### src/rtl/sram_port_arbiter_if.sv
// sram_port_arbiter_if: one bus master's request/ack handshake into the SRAM arbiter.
interface sram_port_arbiter_if #(
  parameter int ADDR_WIDTH = 11,
  parameter int DATA_WIDTH = 32,
  parameter int NUM_WMASKS = 4
) ();
  logic                  req;
  logic                  we;
  logic [NUM_WMASKS-1:0] sel;
  logic [ADDR_WIDTH-1:0] addr;
  logic [DATA_WIDTH-1:0] wdata;
  logic                  ack;
  logic [DATA_WIDTH-1:0] rdata;
  modport master (output req, we, sel, addr, wdata, input ack, rdata);
  modport slave (input req, we, sel, addr, wdata, output ack, rdata);
endinterface

### src/rtl/sram_port_arbiter.sv
// sram_port_arbiter: shares a 1r1w SRAM macro between two masters, round-robin per port,
// with registered macro outputs and a same-address read-behind-write hold-off.
module sram_port_arbiter #(
  parameter int ADDR_WIDTH = 11,
  parameter int DATA_WIDTH = 32,
  parameter int NUM_WMASKS = 4
) (
  input  logic                  clk,
  input  logic                  nrst,
  sram_port_arbiter_if.slave    m0,
  sram_port_arbiter_if.slave    m1,
  output logic                  sram_csb0,
  output logic [NUM_WMASKS-1:0] sram_wmask0,
  output logic [ADDR_WIDTH-1:0] sram_addr0,
  output logic [DATA_WIDTH-1:0] sram_din0,
  output logic                  sram_csb1,
  output logic [ADDR_WIDTH-1:0] sram_addr1,
  input  logic [DATA_WIDTH-1:0] sram_dout1
);
  typedef enum logic [2:0] {IDLE, WR_ISSUED, RD_ISSUED, RD_CAPT, ACK} state_t;
  state_t                st [2];
  state_t                st_nxt [2];
  logic [1:0]            req, we, wcand, rcand, wgnt, rwin, rgnt;
  logic [ADDR_WIDTH-1:0] addr [2];
  logic [NUM_WMASKS-1:0] sel [2];
  logic [DATA_WIDTH-1:0] wdata [2];
  logic [DATA_WIDTH-1:0] rdata [2];
  logic                  wptr, rptr, hazard;
  assign req = {m1.req, m0.req};
  assign we = {m1.we, m0.we};
  assign addr[0] = m0.addr;
  assign addr[1] = m1.addr;
  assign sel[0] = m0.sel;
  assign sel[1] = m1.sel;
  assign wdata[0] = m0.wdata;
  assign wdata[1] = m1.wdata;
  assign m0.ack = st[0] == ACK;
  assign m1.ack = st[1] == ACK;
  assign m0.rdata = rdata[0];
  assign m1.rdata = rdata[1];
  // ptr=0 favours m0; a contested port's winner is always the pointer holder
  always_comb begin
    for (int i = 0; i < 2; i++) begin
      wcand[i] = st[i] == IDLE && req[i] && we[i];
      rcand[i] = st[i] == IDLE && req[i] && !we[i];
    end
    wgnt = &wcand ? (wptr ? 2'b10 : 2'b01) : wcand;
    rwin = &rcand ? (rptr ? 2'b10 : 2'b01) : rcand;
    hazard = |wgnt && |rwin && addr[wgnt[1]] == addr[rwin[1]];
    rgnt = hazard ? 2'b00 : rwin;
  end
  always_comb begin
    for (int i = 0; i < 2; i++)
      st_nxt[i] = st[i] == IDLE      ? (wgnt[i] ? WR_ISSUED : rgnt[i] ? RD_ISSUED : IDLE) :
                  st[i] == RD_ISSUED ? RD_CAPT :
                  st[i] == ACK       ? IDLE : ACK;
  end
  always_ff @(posedge clk or negedge nrst) begin
    if (!nrst) begin
      st[0] <= IDLE;
      st[1] <= IDLE;
      wptr <= 1'b0;
      rptr <= 1'b0;
      sram_csb0 <= 1'b1;
      sram_csb1 <= 1'b1;
      sram_wmask0 <= '0;
      sram_addr0 <= '0;
      sram_din0 <= '0;
      sram_addr1 <= '0;
      rdata[0] <= '0;
      rdata[1] <= '0;
    end else begin
      st <= st_nxt;
      if (&wcand) wptr <= ~wptr;
      if (&rcand && !hazard) rptr <= ~rptr;
      sram_csb0 <= ~|wgnt;
      sram_csb1 <= ~|rgnt;
      if (|wgnt) begin
        sram_wmask0 <= sel[wgnt[1]];
        sram_addr0 <= addr[wgnt[1]];
        sram_din0 <= wdata[wgnt[1]];
      end
      if (|rgnt) sram_addr1 <= addr[rgnt[1]];
      for (int i = 0; i < 2; i++)
        if (st[i] == RD_CAPT) rdata[i] <= sram_dout1;
    end
  end
endmodule

### src/flat_wrapper.sv
// flat-port wrapper written by rule: the top's interface ports become plain ports
module sram_port_arbiter_flat 
#(
  parameter int ADDR_WIDTH = 11,
  parameter int DATA_WIDTH = 32,
  parameter int NUM_WMASKS = 4
)
  (clk, nrst, sram_csb0, sram_wmask0, sram_addr0, sram_din0, sram_csb1, sram_addr1, sram_dout1, m0_req, m0_we, m0_sel, m0_addr, m0_wdata, m0_ack, m0_rdata, m1_req, m1_we, m1_sel, m1_addr, m1_wdata, m1_ack, m1_rdata);
  sram_port_arbiter_if #(.ADDR_WIDTH(ADDR_WIDTH), .DATA_WIDTH(DATA_WIDTH), .NUM_WMASKS(NUM_WMASKS)) m0_i ();
  sram_port_arbiter_if #(.ADDR_WIDTH(ADDR_WIDTH), .DATA_WIDTH(DATA_WIDTH), .NUM_WMASKS(NUM_WMASKS)) m1_i ();
  input  logic clk;
  input  logic nrst;
  output logic sram_csb0;
  output logic [NUM_WMASKS-1:0] sram_wmask0;
  output logic [ADDR_WIDTH-1:0] sram_addr0;
  output logic [DATA_WIDTH-1:0] sram_din0;
  output logic sram_csb1;
  output logic [ADDR_WIDTH-1:0] sram_addr1;
  input  logic [DATA_WIDTH-1:0] sram_dout1;
  input wire logic [$bits(m0_i.req)-1:0] m0_req;
  input wire logic [$bits(m0_i.we)-1:0] m0_we;
  input wire logic [$bits(m0_i.sel)-1:0] m0_sel;
  input wire logic [$bits(m0_i.addr)-1:0] m0_addr;
  input wire logic [$bits(m0_i.wdata)-1:0] m0_wdata;
  output wire logic [$bits(m0_i.ack)-1:0] m0_ack;
  output wire logic [$bits(m0_i.rdata)-1:0] m0_rdata;
  input wire logic [$bits(m1_i.req)-1:0] m1_req;
  input wire logic [$bits(m1_i.we)-1:0] m1_we;
  input wire logic [$bits(m1_i.sel)-1:0] m1_sel;
  input wire logic [$bits(m1_i.addr)-1:0] m1_addr;
  input wire logic [$bits(m1_i.wdata)-1:0] m1_wdata;
  output wire logic [$bits(m1_i.ack)-1:0] m1_ack;
  output wire logic [$bits(m1_i.rdata)-1:0] m1_rdata;
  assign m0_i.req = m0_req;
  assign m0_i.we = m0_we;
  assign m0_i.sel = m0_sel;
  assign m0_i.addr = m0_addr;
  assign m0_i.wdata = m0_wdata;
  assign m0_ack = m0_i.ack;
  assign m0_rdata = m0_i.rdata;
  assign m1_i.req = m1_req;
  assign m1_i.we = m1_we;
  assign m1_i.sel = m1_sel;
  assign m1_i.addr = m1_addr;
  assign m1_i.wdata = m1_wdata;
  assign m1_ack = m1_i.ack;
  assign m1_rdata = m1_i.rdata;
  sram_port_arbiter #(.ADDR_WIDTH(ADDR_WIDTH), .DATA_WIDTH(DATA_WIDTH), .NUM_WMASKS(NUM_WMASKS)) u_core (.clk(clk), .nrst(nrst), .m0(m0_i), .m1(m1_i), .sram_csb0(sram_csb0), .sram_wmask0(sram_wmask0), .sram_addr0(sram_addr0), .sram_din0(sram_din0), .sram_csb1(sram_csb1), .sram_addr1(sram_addr1), .sram_dout1(sram_dout1));
endmodule
### config.mk
export PLATFORM = sky130hd
export DESIGN_NAME = sram_port_arbiter_flat
export DESIGN_NICKNAME = d
export VERILOG_FILES = /design/src/rtl/sram_port_arbiter_if.sv /design/src/rtl/sram_port_arbiter.sv /design/src/flat_wrapper.sv
export SDC_FILE = /design/constraint.sdc
export NUM_CORES = 1
export LEC_CHECK = 0
export BUFFER_PORTS_ARGS = -buffer_cell sky130_fd_sc_hd__buf_2
export CAP_MARGIN = 20
export CORE_MARGIN = 1
export CORE_UTILIZATION = 50
export CTS_CLUSTER_DIAMETER = 50
export CTS_CLUSTER_SIZE = 16
export DETAILED_ROUTE_END_ITERATION = 8
export PLACE_DENSITY = 0.94
export SYNTH_ARGS = -nofsm -noshare
export SYNTH_HDL_FRONTEND = slang
export SYNTH_SLANG_ARGS = --single-unit
### constraint.sdc
create_clock -name clk -period 4.95 [get_ports clk]
set_input_delay 0.7425 -clock clk [delete_from_list [all_inputs] [get_ports clk]]
set_output_delay 0.7425 -clock clk [all_outputs]
set_load 0.1 [all_outputs]
==> results of run 1 <==
sequential cells by signal, indices dropped and copies added (netlist names):
| name | cells |
|---|---|
| u_core.m0.rdata | 32 |
| u_core.m1.rdata | 32 |
| u_core.rptr | 1 |
| u_core.sram_addr0 | 11 |
| u_core.sram_addr1 | 11 |
| u_core.sram_csb0 | 1 |
| u_core.sram_csb1 | 1 |
| u_core.sram_din0 | 32 |
| u_core.sram_wmask0 | 4 |
| u_core.st | 6 |
| u_core.wptr | 1 |
critical path: stages (launching register included):
cell,delay (ns)
dfrtp_1,0.42
or4b_4,0.59
a211oi_2,0.66
o31a_1,0.28
o221ai_2,0.13
nand2_4,0.19
mux2_4,0.31
cell usage after synthesis, types with 4 or more instances:
cell type and n:
o22ai_1 38, o21ai_0 9, o2bb2ai_1 5, o22a_1 6, nor2_1 88, mux2_2 64
buf_1 9, inv_1 8, nand2_1 31, a21oi_1 8, a31oi_1 6, a21o_1 4
a22oi_1 4, dfrtp_1 130, clkbuf_1 10, xnor2_1 7
metrics by stage:
stage | hold slack (ns) | area [um2] | instances | setup WS (ns)
after global routing | 0.403 | 7490 | 875 | 2.13
after detailed placement | 0.474 | 6920 | 843 | 1.96
after floorplan | 0.447 | 5500 | 468 | 1.55
after global placement | 0.457 | 6920 | 843 | 2.02
after CTS | 0.347 | 7460 | 874 | 2.28
final | 0.324 | 7490 | 875 | 2.25
logic make-up (layout without fill, tap and decap cells):
kind of cell	after synthesis	in the layout	share of synthesized area, %
mux	67	67	13.9
compound gates	89	89	11.0
buf+inv	32	303	2.32
simple gates	140	140	11.5
flops	132	132	60.1
xor+xnor	8	8	1.27
worst min path at each step:
stage | start | end | slack (ns) | cells after the start
global placement | u_core.sram_addr0[6] | u_core.sram_addr0[6] | 0.46 | 2
floorplan | nrst | u_core.m0.rdata[0] | 0.45 | 0
detailed placement | u_core.sram_addr0[10] | u_core.sram_addr0[10] | 0.47 | 2
CTS | nrst | u_core.m0.rdata[21] | 0.35 | 1
global route | nrst | u_core.m0.rdata[21] | 0.40 | 1
finish | nrst | u_core.m0.rdata[21] | 0.32 | 1
area by class of cell:
cell class,count,area share [%]
clock inverter,4,0.601
clock buffer,27,6.70
timing repair buffer,263,18.2
multi-input combinational,304,27.6
inverter,9,0.451
sequential,132,44.1
tap,136,2.27
metal layers:
layer / GRT usage (%) / part of all wire [%] / up-vias
met3: 6.99 / 7.8 / 30
met1: 29.2 / 38 / 2307
met4: 14.1 / 3.0 / 0
met5: 0 / 0 / -
met2: 45.9 / 51 / 240
li1: - / - / 2172
==> metrics.md, run 1 <==
| Metric | Value |
|---|---|
| Run status | `complete, no violations` |
| Largest net degree at the start of global routing | `between 70 and 80` |
| Clk Latency, worst-skew pair | `about 0.52 ns` |
| Critical Path Sink Type | `flop` |
| Min-delay worst type | `input pin to async pin` |
| Root buffer cell | `clkbuf_8` |
| Setup Buffers After CTS | `0` |
| Area leader, netlist | `dfrtp_1` |
| Fillers | `between 700 and 800` |
| Worst r2r dst | `u_core.sram_addr1[6]` |
| RSZ-0062 raised after global routing | `false` |
| Arr. time, crit path | `3.10 ns` |
| Commonest non-fill, non-tap cells in the layout | `256 x buf_2, 130 x dfrtp_1, 88 x nor2_1` |
| Final hold vios | `0` |
| Antenna cells | `0` |
| Synth top area cells | `dfrtp_1 59%, mux2_2 13%, nor2_1 6.0%` |
| Site Rows | `37` |
| Detailed-route wire length per cell | `16.7 um` |
| Cell count after synthesis | `468` |
| Post-synth top flop | `dfrtp_1` |
| CP Launch Type | `flop` |
| Core Region | `between 10,000 and 15,000 um2` |
| Initial antenna violation count | `1` |
| I/O pin cnt | `258` |
| Syn. warnings | `0` |
| Resized Gates After CTS | `0` |
| Global-route wire length before repair | `~23 mm` |
| Area occupied by registers | `3310 um2` |
| FF+latch count, synth | `between 100 and 150` |
| Drt pass-1 iters | `4` |
| CP Launch Point | `u_core.st[2]` |
| Setup violators final | `0` |
| Commonest non-fill, non-tap cell in the layout | `buf_2` |
| TritonCTS buffer count | `17` |
| Htree depth | `4` |
| Flop2flop setup slack | `between 2 and 2.5 ns` |
| Worst relative slew slack | `41.9%` |
| Clock sinks | `132` |
| CTS tree | `yes` |
| Residual DRC | `0` |
| Net count after synthesis | `600` |
| Seq/Total Area, Yosys | `60.1%` |
| Placer Congestion | `0.854` |
| Synth top area share | `59.1%` |
| Multi-input gate area | `2070 um2` |
| Asr flop ratio synth | `100%` |
| Slew Limit Fails | `0` |
| Tcrit/Tclk final | `54.6%` |
| Wirelength, routed | `14.6 mm` |
| HPWL after DPL | `10.7 mm` |
| Avg Cell Area, Syn | `11.8 um2` |
| Synth cell types | `between 40 and 50` |
| Synth-to-layout area growth | `36.2%` |
| Nets | `859` |
| RR Startpoint | `u_core.st[2]` |
| Clock Skews | `0.00765 ns` |
| Detail Route Antenna Nets | `0` |
| Post-route minimum period | `2.70 ns` |
| Final core utilization | `71.3%` |
| CP max FO | `11` |
| Critical Path RT | `5.35 ns` |
| FMAX | `around 370 MHz` |
| MaxCap Viol Count | `0` |
| Die ar. | `between 10,000 and 15,000 um2` |
| DRT iter0 DRCs | `252` |
| Routed via count | `4,749` |
| Die Ht | `107 um` |
| Number of flops mapped to enable cells by yosys | `0` |
| Critical path destination | `u_core.sram_addr1[6]` |
| Die Width | `107 um` |
| Clock Path Buffers | `2` |
| Reg clk slew, reported paths | `0.06 ns` |
| Vias in the first global route | `4,716` |
| Total Neg Setup Slack | `0 ns` |
| Worst Tran Pin Value | `0.871 ns` |
| IO Port Bufs | `257` |
| Layout cells sized above 1 | `between 40% and 50%` |
| Cts hold-fix bufs | `0` |
| Gr usage total | `about a quarter` |
| Total grt overflow | `0` |
| Reg2Reg Depth | `6` |
| Avg Vias per Cell | `about 5.4` |
| Crit Path Category | `flop to flop` |
| Starting density of the core | `52.4%` |
| Cell Area, Synth | `approximately 5500 um2` |
Power of run 1 is left out: the tool's default activity adds up to more than one toggle a clock period on the data nets, which glitch-free logic cannot reach.
==> run 2, diff against run 1 <==
--- a/config.mk
+++ b/config.mk
@@ -5,14 +5,15 @@
 export SDC_FILE = /design/constraint.sdc
 export NUM_CORES = 1
 export LEC_CHECK = 0
+export ABC_AREA = 1
 export BUFFER_PORTS_ARGS = -buffer_cell sky130_fd_sc_hd__buf_2
 export CAP_MARGIN = 20
 export CORE_MARGIN = 1
-export CORE_UTILIZATION = 50
+export CORE_UTILIZATION = 43
 export CTS_CLUSTER_DIAMETER = 50
 export CTS_CLUSTER_SIZE = 16
 export DETAILED_ROUTE_END_ITERATION = 8
-export PLACE_DENSITY = 0.94
+export PLACE_DENSITY = 0.86
 export SYNTH_ARGS = -nofsm -noshare
 export SYNTH_HDL_FRONTEND = slang
 export SYNTH_SLANG_ARGS = --single-unit
==> constraint.sdc (replaced) <==
create_clock -name clk -period 2.41 [get_ports clk]
set_input_delay 0.3615 -clock clk [delete_from_list [all_inputs] [get_ports clk]]
set_output_delay 0.3615 -clock clk [all_outputs]
set_load 0.1 [all_outputs]
==> run 2 against run 1 <==
  * Wire length up 12%
  * First-iteration DRC count up 37%
  * Maximum frequency up 19%
  * Sequential cell count unchanged
  * Critical path type unchanged
  * Largest cell class unchanged
==> metrics.md, run 2 <==
| Metric | Value |
|---|---|
| Net count after synthesis | `854 (+42%)` |
| Slew Limit Fails | `0 (unchanged)` |
| FMAX | `442 MHz (+19%)` |
| FF+latch count, synth | `132 (unchanged)` |
| Cell count after synthesis | `722 (+54%)` |
| Top-count cell post-synth | `nand2_1` |
| Critical-path cell list | `nor2_4 -> nand3_4 -> nor2_4 -> inv_2 -> nor2_4 -> buf_2 -> nand2_1 -> nand2_1 -> nand2_1 -> nand2_1 -> nor2_1 -> nand2_1 -> nor2_2 -> nand2_2 -> buf_4 -> nand3_1 -> nand2_1` |
| Post-Synth XOR/XNOR Area | `0.297% (-0.98 points)` |
| Post-synth top flop | `dfrtp_1` |
| Critical Path Sink Type | `flop` |
| Final hold vios | `0 (unchanged)` |
| Detailed-route wire length per cell | `13.9 um (-17%)` |
| Synth-to-layout area growth | `39.7%` |
| Total grt overflow | `0 (unchanged)` |
| Starting density of the core | `44.3% (-8.1 points)` |
| Met1 WL | `6.85 mm (+24%)` |
| Slowest stage delay, CP | `0.43 ns (-0.23 ns)` |
| Cell mode on critical path | `nand2_1` |
| Post-synthesis simple-gate area fraction | `27.7% (+16 points)` |
| Post-synthesis mux area share | `0% (-14 points)` |
| Total Neg Setup Slack | `0 ns (unchanged)` |
| Crit Path Category | `flop to flop` |
| Root buffer cell | `clkbuf_16` |
| Hold Path Sink | `u_core.sram_wmask0[3]` |
| RR Startpoint | `u_core.st[0]` |
| Synth top area cells | `dfrtp_1 55%, nand2_1 17%, o21ai_0 7.4%` |
| WHS Path Cells | `3` |
| MaxCap Viol Count | `0 (unchanged)` |
| WL met2 | `8.01 mm (+6.7%)` |
| Htree depth | `4 (unchanged)` |
| Vias in the first global route | `5,351 (+13%)` |
| Clock sinks | `132 (unchanged)` |
| Asr flop ratio synth | `100% (unchanged)` |
| Worst r2r dst | `u_core.sram_addr1[10]` |
| Gr usage total | `23.0% (-3.3 points)` |
| Commonest non-fill, non-tap cells in the layout | `266 x nand2_1, 258 x buf_2, 127 x dfrtp_1` |
| DR top layer | `met4` |
| Clock Skews | `0.00500 ns (-0.00266 ns)` |
| Adder-cell share of the synthesized area | `0% (unchanged)` |
| Die Ht | `119 um (+11%)` |
| Site Rows | `42 (+14%)` |
| IO Port Bufs | `257 (unchanged)` |
| Die Width | `119 um (+11%)` |
| Seq/Total Area, Yosys | `56.1% (-3.9 points)` |
| Core Region | `13,300 um2 (+27%)` |
| Critical hold path startpoint | `m1_sel[3]` |
| Residual DRC | `0 (unchanged)` |
| Nets | `1,115 (+30%)` |
| Detail Route Antenna Nets | `0 (unchanged)` |
| Drt pass-1 iters | `5 (+1)` |
| Layout cells sized above 1 | `34.2% (-16 points)` |
| TritonCTS buffer count | `17 (unchanged)` |
| Worst Tran Pin Value | `0.578 ns (-0.293 ns)` |
| Placed inst area | `7400 um2 (+6.9%)` |
| Die ar. | `14,200 um2 (+24%)` |
| Arr. time, crit path | `2.61 ns (-0.49 ns)` |
| Syn. warnings | `0 (unchanged)` |
| Post-route minimum period | `2.26 ns (-0.441 ns)` |
| Top Registers | `u_core.m0.rdata x32, u_core.m1.rdata x32, u_core.sram_din0 x32` |
| Reg2Reg Depth | `17 (+11)` |
| Reg clk slew, reported paths | `0.06 ns (about the same)` |
| Synth top area share | `55.2% (-3.9 points)` |
| Initial antenna violation count | `0 (-1)` |
| Synth cell types | `30 (-32%)` |
| Min-delay worst type | `input pin to flop` |
| Routed via count | `5,805 (+22%)` |
| Global-route wire length before repair | `25.7 mm (+13%)` |
| Compound-Gate Fraction of Synth Area | `8.90% (-2.1 points)` |
| Tcrit/Tclk final | `93.8% (+39 points)` |
| Largest family of logic cells by synthesized area | `simple AND/OR/NAND/NOR gates` |
| Number of flops mapped to enable cells by yosys | `0 (unchanged)` |
| I/O pin cnt | `258 (unchanged)` |
| Wirelength, routed | `16.3 mm (+12%)` |
| Met3 Wirelength | `1.20 mm (+4.5%)` |
| Cell Area, Synth | `5890 um2 (+7.0%)` |
| Largest net degree at the start of global routing | `65 (-8.5%)` |
| CTS tree | `yes` |
| Critical Path RT | `2.76 ns (-2.59 ns)` |
| Setup violators final | `0 (unchanged)` |
| HPWL after DPL | `11.4 mm (+6.7%)` |
| Post-route cell area | `8230 um2 (+9.9%)` |
| Family with the most delay on the worst path | `simple AND/OR/NAND/NOR gates` |
| Avg Vias per Cell | `4.95 (-8.7%)` |
| Flop2flop setup slack | `0.15 ns (-2.10 ns)` |
| CP max FO | `13 (+2)` |
| Worst relative slew slack | `61.4% (+20 points)` |
| Area leader, netlist | `dfrtp_1` |
| DRT iter0 DRCs | `344 (+37%)` |
| Antenna cells | `0 (unchanged)` |
| CP Launch Type | `flop` |
| Worst Path Buf+Inv | `3 (+3)` |
| Clock Path Buffers | `2 (unchanged)` |
| CP max stage cell | `dfrtp_2` |
| Clk Latency, worst-skew pair | `0.41 ns (-0.11 ns)` |
| Placer Congestion | `0.856 (+0.23%)` |
| Run status | `complete, no violations` |
| Commonest non-fill, non-tap cell in the layout | `nand2_1` |
| Post-synth top cells | `266 x nand2_1, 130 x dfrtp_1, 87 x o21ai_0, 86 x nand3_1, 61 x inv_1` |
| Avg Cell Area, Syn | `8.16 um2 (-31%)` |
[run 2: layout make-up]
| class | count | area, um2 |
|---|---|---|
| tap | 176 | 220 |
| multi-input combinational | 489 | 2250 |
| sequential | 132 | 3310 |
| clock inverter | 11 | 195 |
| inverter | 63 | 236 |
| clock buffer | 21 | 480 |
| fill | 1116 | 5060 |
| timing repair buffer | 280 | 1530 |
[run 2: through the flow]
stage / hold slack [ns] / std cells / util (%) / worst slack, ns
floorplan: 0.0659 / 722 / - / 0.369
global placement: 0.371 / 1131 / 55.6 / 0.229
detailed placement: 0.368 / 1131 / 55.6 / 0.123
CTS: 0.147 / 1164 / 60.8 / 0.104
global route: 0.165 / 1172 / 61.9 / -0.0161
finish: 0.164 / 1172 / 61.9 / 0.150
[run 2: tightest hold or removal path, delay by kind of cell]
| kind | cells | cell delay, ns |
|---|---|---|
| AND/OR/NAND/NOR | 2 | 0.10 |
| buffers and inverters | 1 | 0.07 |
[run 2: logic make-up (layout without fill, tap and decap cells)]
group                  Yosys count  in the layout
AND/OR/NAND/NOR                385            385
flip-flops                     132            132
AO/OA/AOI/OAI                  102            102
buffers and inverters          101            375
XOR/XNOR                         2              2
[run 2: what timing repair did]
| item | CTS | global route |
|---|---|---|
| gates resized for setup | 0 | 21 |
| setup endpoints to repair | 0 | 13 |
| setup buffers | 0 | 4 |
| hold buffers | 1 | 0 |
| endpoints found under the hold margin | 36 | 0 |
[run 2: layer usage]
metal	vias up	global-route usage, %
met5	-	0
li1	2822	-
met2	249	38.2
met3	24	5.08
met1	2710	29.3
met4	0	8.78
[run 2: how the worst max path moves through the flow]
| stage | slack [ns] | cells after the start | endpoint | startpoint |
|---|---|---|---|---|
| 6_report | 0.15 | 17 | u_core.sram_addr1[10] | u_core.st[0] |
| 2_1_floorplan | 0.37 | 18 | u_core.sram_addr1[4] | u_core.st[1] |
| 4_1_cts | 0.10 | 14 | u_core.sram_addr1[10] | u_core.st[3] |
| 3_5_place_dp | 0.12 | 15 | u_core.sram_addr1[3] | u_core.st[1] |
| 5_1_grt | -0.02 | 16 | u_core.sram_addr1[3] | u_core.st[5] |
| 3_3_place_gp | 0.23 | 16 | u_core.sram_addr1[4] | u_core.st[3] |
Power of run 2 is left out for the same reason.
==> run 3, diff against run 2 <==
--- a/config.mk
+++ b/config.mk
@@ -9,11 +9,12 @@
 export BUFFER_PORTS_ARGS = -buffer_cell sky130_fd_sc_hd__buf_2
 export CAP_MARGIN = 20
 export CORE_MARGIN = 1
-export CORE_UTILIZATION = 43
+export CORE_UTILIZATION = 44
+export CTS_BUF_LIST = sky130_fd_sc_hd__clkbuf_8
 export CTS_CLUSTER_DIAMETER = 50
 export CTS_CLUSTER_SIZE = 16
 export DETAILED_ROUTE_END_ITERATION = 8
-export PLACE_DENSITY = 0.86
+export PLACE_DENSITY = 0.87
 export SYNTH_ARGS = -nofsm -noshare
 export SYNTH_HDL_FRONTEND = slang
 export SYNTH_SLANG_ARGS = --single-unit
==> run 3 against run 2 <==
  * Sequential cell count is the same
  * Via count grew 1.8%
  * Utilization grew 1.2 points
  * First-iteration DRC count grew 23%
  * Maximum frequency shrank 4.6%
  * Critical endpoint is now u_core.st[1]
  * Largest cell class unchanged
==> metrics.md, run 3 (synthesis gave the netlist of run 2 again) <==
| Metric | Value |
|---|---|
| Setup violators final | `0 (unchanged)` |
| HPWL after DPL | `11.4 mm (about the same)` |
| MaxCap Viol Count | `0 (unchanged)` |
| Min-delay worst type | `input pin to flop` |
| DRT iter0 DRCs | `424 (+23%)` |
| Post-route minimum period | `2.37 ns (+0.110 ns)` |
| Final hold vios | `0 (unchanged)` |
| Clock Path Buffers | `2 (unchanged)` |
| Wirelength, routed | `16.4 mm (+0.80%)` |
| Nets | `1,120 (+0.45%)` |
| Die Ht | `118 um (-1.1%)` |
| Commonest non-fill, non-tap cells in the layout | `264 x nand2_1, 256 x buf_2, 127 x dfrtp_1` |
| Layout cells sized above 1 | `34.6% (+0.33 points)` |
| Largest net degree at the start of global routing | `65 (unchanged)` |
| Reg clk slew, reported paths | `0.08 ns (+0.02 ns)` |
| Fillers | `1,080 (-3.2%)` |
| Avg Vias per Cell | `5.03 (+1.5%)` |
| Hold Path Sink | `u_core.sram_din0[29]` |
| Htree depth | `4 (unchanged)` |
| Site Rows | `41 (-2.4%)` |
| Worst relative slew slack | `59.9% (-1.6 points)` |
| Clock sinks | `132 (unchanged)` |
| I/O pin cnt | `258 (unchanged)` |
| Detailed-route wire length per cell | `14.0 um (+0.54%)` |
| Critical-path cell list | `nor2_4 -> nand3_4 -> nor2_4 -> o21ai_4 -> buf_12 -> clkbuf_16 -> nand2_1 -> o21ai_1 -> nand2_1 -> nand2_1 -> nor2_1 -> nand2_1 -> nor2_2 -> nand2_2 -> buf_6 -> nand2_1 -> nand2_1` |
| Reg2Reg Depth | `17 (unchanged)` |
| Residual DRC | `0 (unchanged)` |
| Starting density of the core | `45.9% (+1.6 points)` |
| Cell mode on critical path | `nand2_1` |
| CP max FO | `8 (-5)` |
| CP max stage cell | `dfrtp_2` |
| Clock Skews | `0.0110 ns (+0.00598 ns)` |
| Initial antenna violation count | `2 (+2)` |
| Clk Latency, worst-skew pair | `0.44 ns (+0.03 ns)` |
| Vias in the first global route | `5,420 (+1.3%)` |
| Gr usage total | `23.9% (+0.90 points)` |
| Arr. time, crit path | `2.68 ns (+0.07 ns)` |
| CP Launch Type | `flop` |
| Worst r2r dst | `u_core.st[1]` |
| CTS tree | `yes` |
| Worst Path Buf+Inv | `3 (unchanged)` |
| Detail Route Antenna Nets | `0 (unchanged)` |
| Family with the most delay on the worst path | `simple AND/OR/NAND/NOR gates` |
| Critical Path Sink Type | `flop` |
| Critical hold path startpoint | `m1_wdata[29]` |
| Dpl cells | `1,128 (-0.27%)` |
| RR Startpoint | `u_core.st[0]` |
| FMAX | `422 MHz (-4.6%)` |
| Tcrit/Tclk final | `98.4% (+4.6 points)` |
| Slowest stage delay, CP | `0.44 ns (about the same)` |
| Drt pass-1 iters | `5 (unchanged)` |
| Worst Tran Pin Value | `0.601 ns (+0.0230 ns)` |
| Placer Congestion | `0.873 (+2.0%)` |
| Worst Hold Slack | `0.135 ns (-0.0284 ns)` |
| Flop2flop setup slack | `0.04 ns (-0.11 ns)` |
| Total Neg Setup Slack | `0 ns (unchanged)` |
| Routed via count | `5,909 (+1.8%)` |
| Finished Layout Cells | `1,175 (+0.26%)` |
| Global-route wire length before repair | `26.3 mm (+2.4%)` |
| Die ar. | `13,900 um2 (-2.2%)` |
| Slew Limit Fails | `0 (unchanged)` |
| IO Port Bufs | `257 (unchanged)` |
| Total grt overflow | `0 (unchanged)` |
| Root buffer cell | `clkbuf_8` |
| WHS Path Cells | `3 (unchanged)` |
| TritonCTS buffer count | `17 (unchanged)` |
| Die Width | `118 um (-1.1%)` |
| Crit Path Category | `flop to flop` |
| Commonest non-fill, non-tap cell in the layout | `nand2_1` |
| CP Launch Point | `u_core.st[0]` |
| Run status | `complete, no violations` |
| Synth-to-layout area growth | `37.5%` |
| Core Region | `12,800 um2 (-3.5%)` |
| Critical Path RT | `2.72 ns (-0.04 ns)` |
| Top Registers | `u_core.m0.rdata x32, u_core.m1.rdata x32, u_core.sram_din0 x32` |
-- run 3: worst max path at each step --
stage	slack [ns]	depth (start not counted)	to
after floorplan	0.37	18	u_core.sram_addr1[4]
after global placement	0.18	18	u_core.sram_addr1[8]
after detailed placement	0.06	18	u_core.st[1]
after CTS	0.02	18	u_core.st[1]
after global routing	-0.07	16	u_core.sram_addr1[2]
final	0.04	17	u_core.st[1]
-- run 3: stage by stage --
stage / cell area, um2 / util [%] / setup slack (ns)
floorplan: 5900 / - / 0.369
global placement: 7420 / 57.9 / 0.183
detailed placement: 7420 / 57.9 / 0.0618
CTS: 7850 / 61.2 / 0.0218
global route: 8100 / 63.2 / -0.0703
finish: 8100 / 63.2 / 0.0397
-- run 3: area by class of cell --
class / instances / area, um2 / area share [%]
sequential: 132 / 3310 / 40.9
multi-input combinational: 489 / 2270 / 28.0
timing repair buffer: 285 / 1650 / 20.4
clock buffer: 20 / 275 / 3.40
inverter: 63 / 236 / 2.92
tap: 172 / 215 / 2.66
clock inverter: 12 / 138 / 1.70
antenna: 2 / 5.00 / 0.0618
-- run 3: timing repair --
| item | 4_1_cts | 5_1_grt |
|---|---|---|
| setup endpoints to repair | 0 | 14 |
| gates resized for setup | 0 | 24 |
| setup buffers | 0 | 8 |
| endpoints found under the hold margin | 38 | 0 |
| hold buffers | 1 | 0 |
-- run 3: tightest hold or removal path: stages --
cell     delay, ns
buf_2         0.07
nand2_1       0.04
nand3_1       0.07
-- run 3: metal layers --
metal	up-vias	wire, um	global-route usage, %
met4	0	289	9.94
met1	2732	6720	29.9
met3	26	1350	6.59
li1	2842	-	-
met2	309	8090	39.0
met5	-	0	0
Power of run 3 is left out for the same reason.
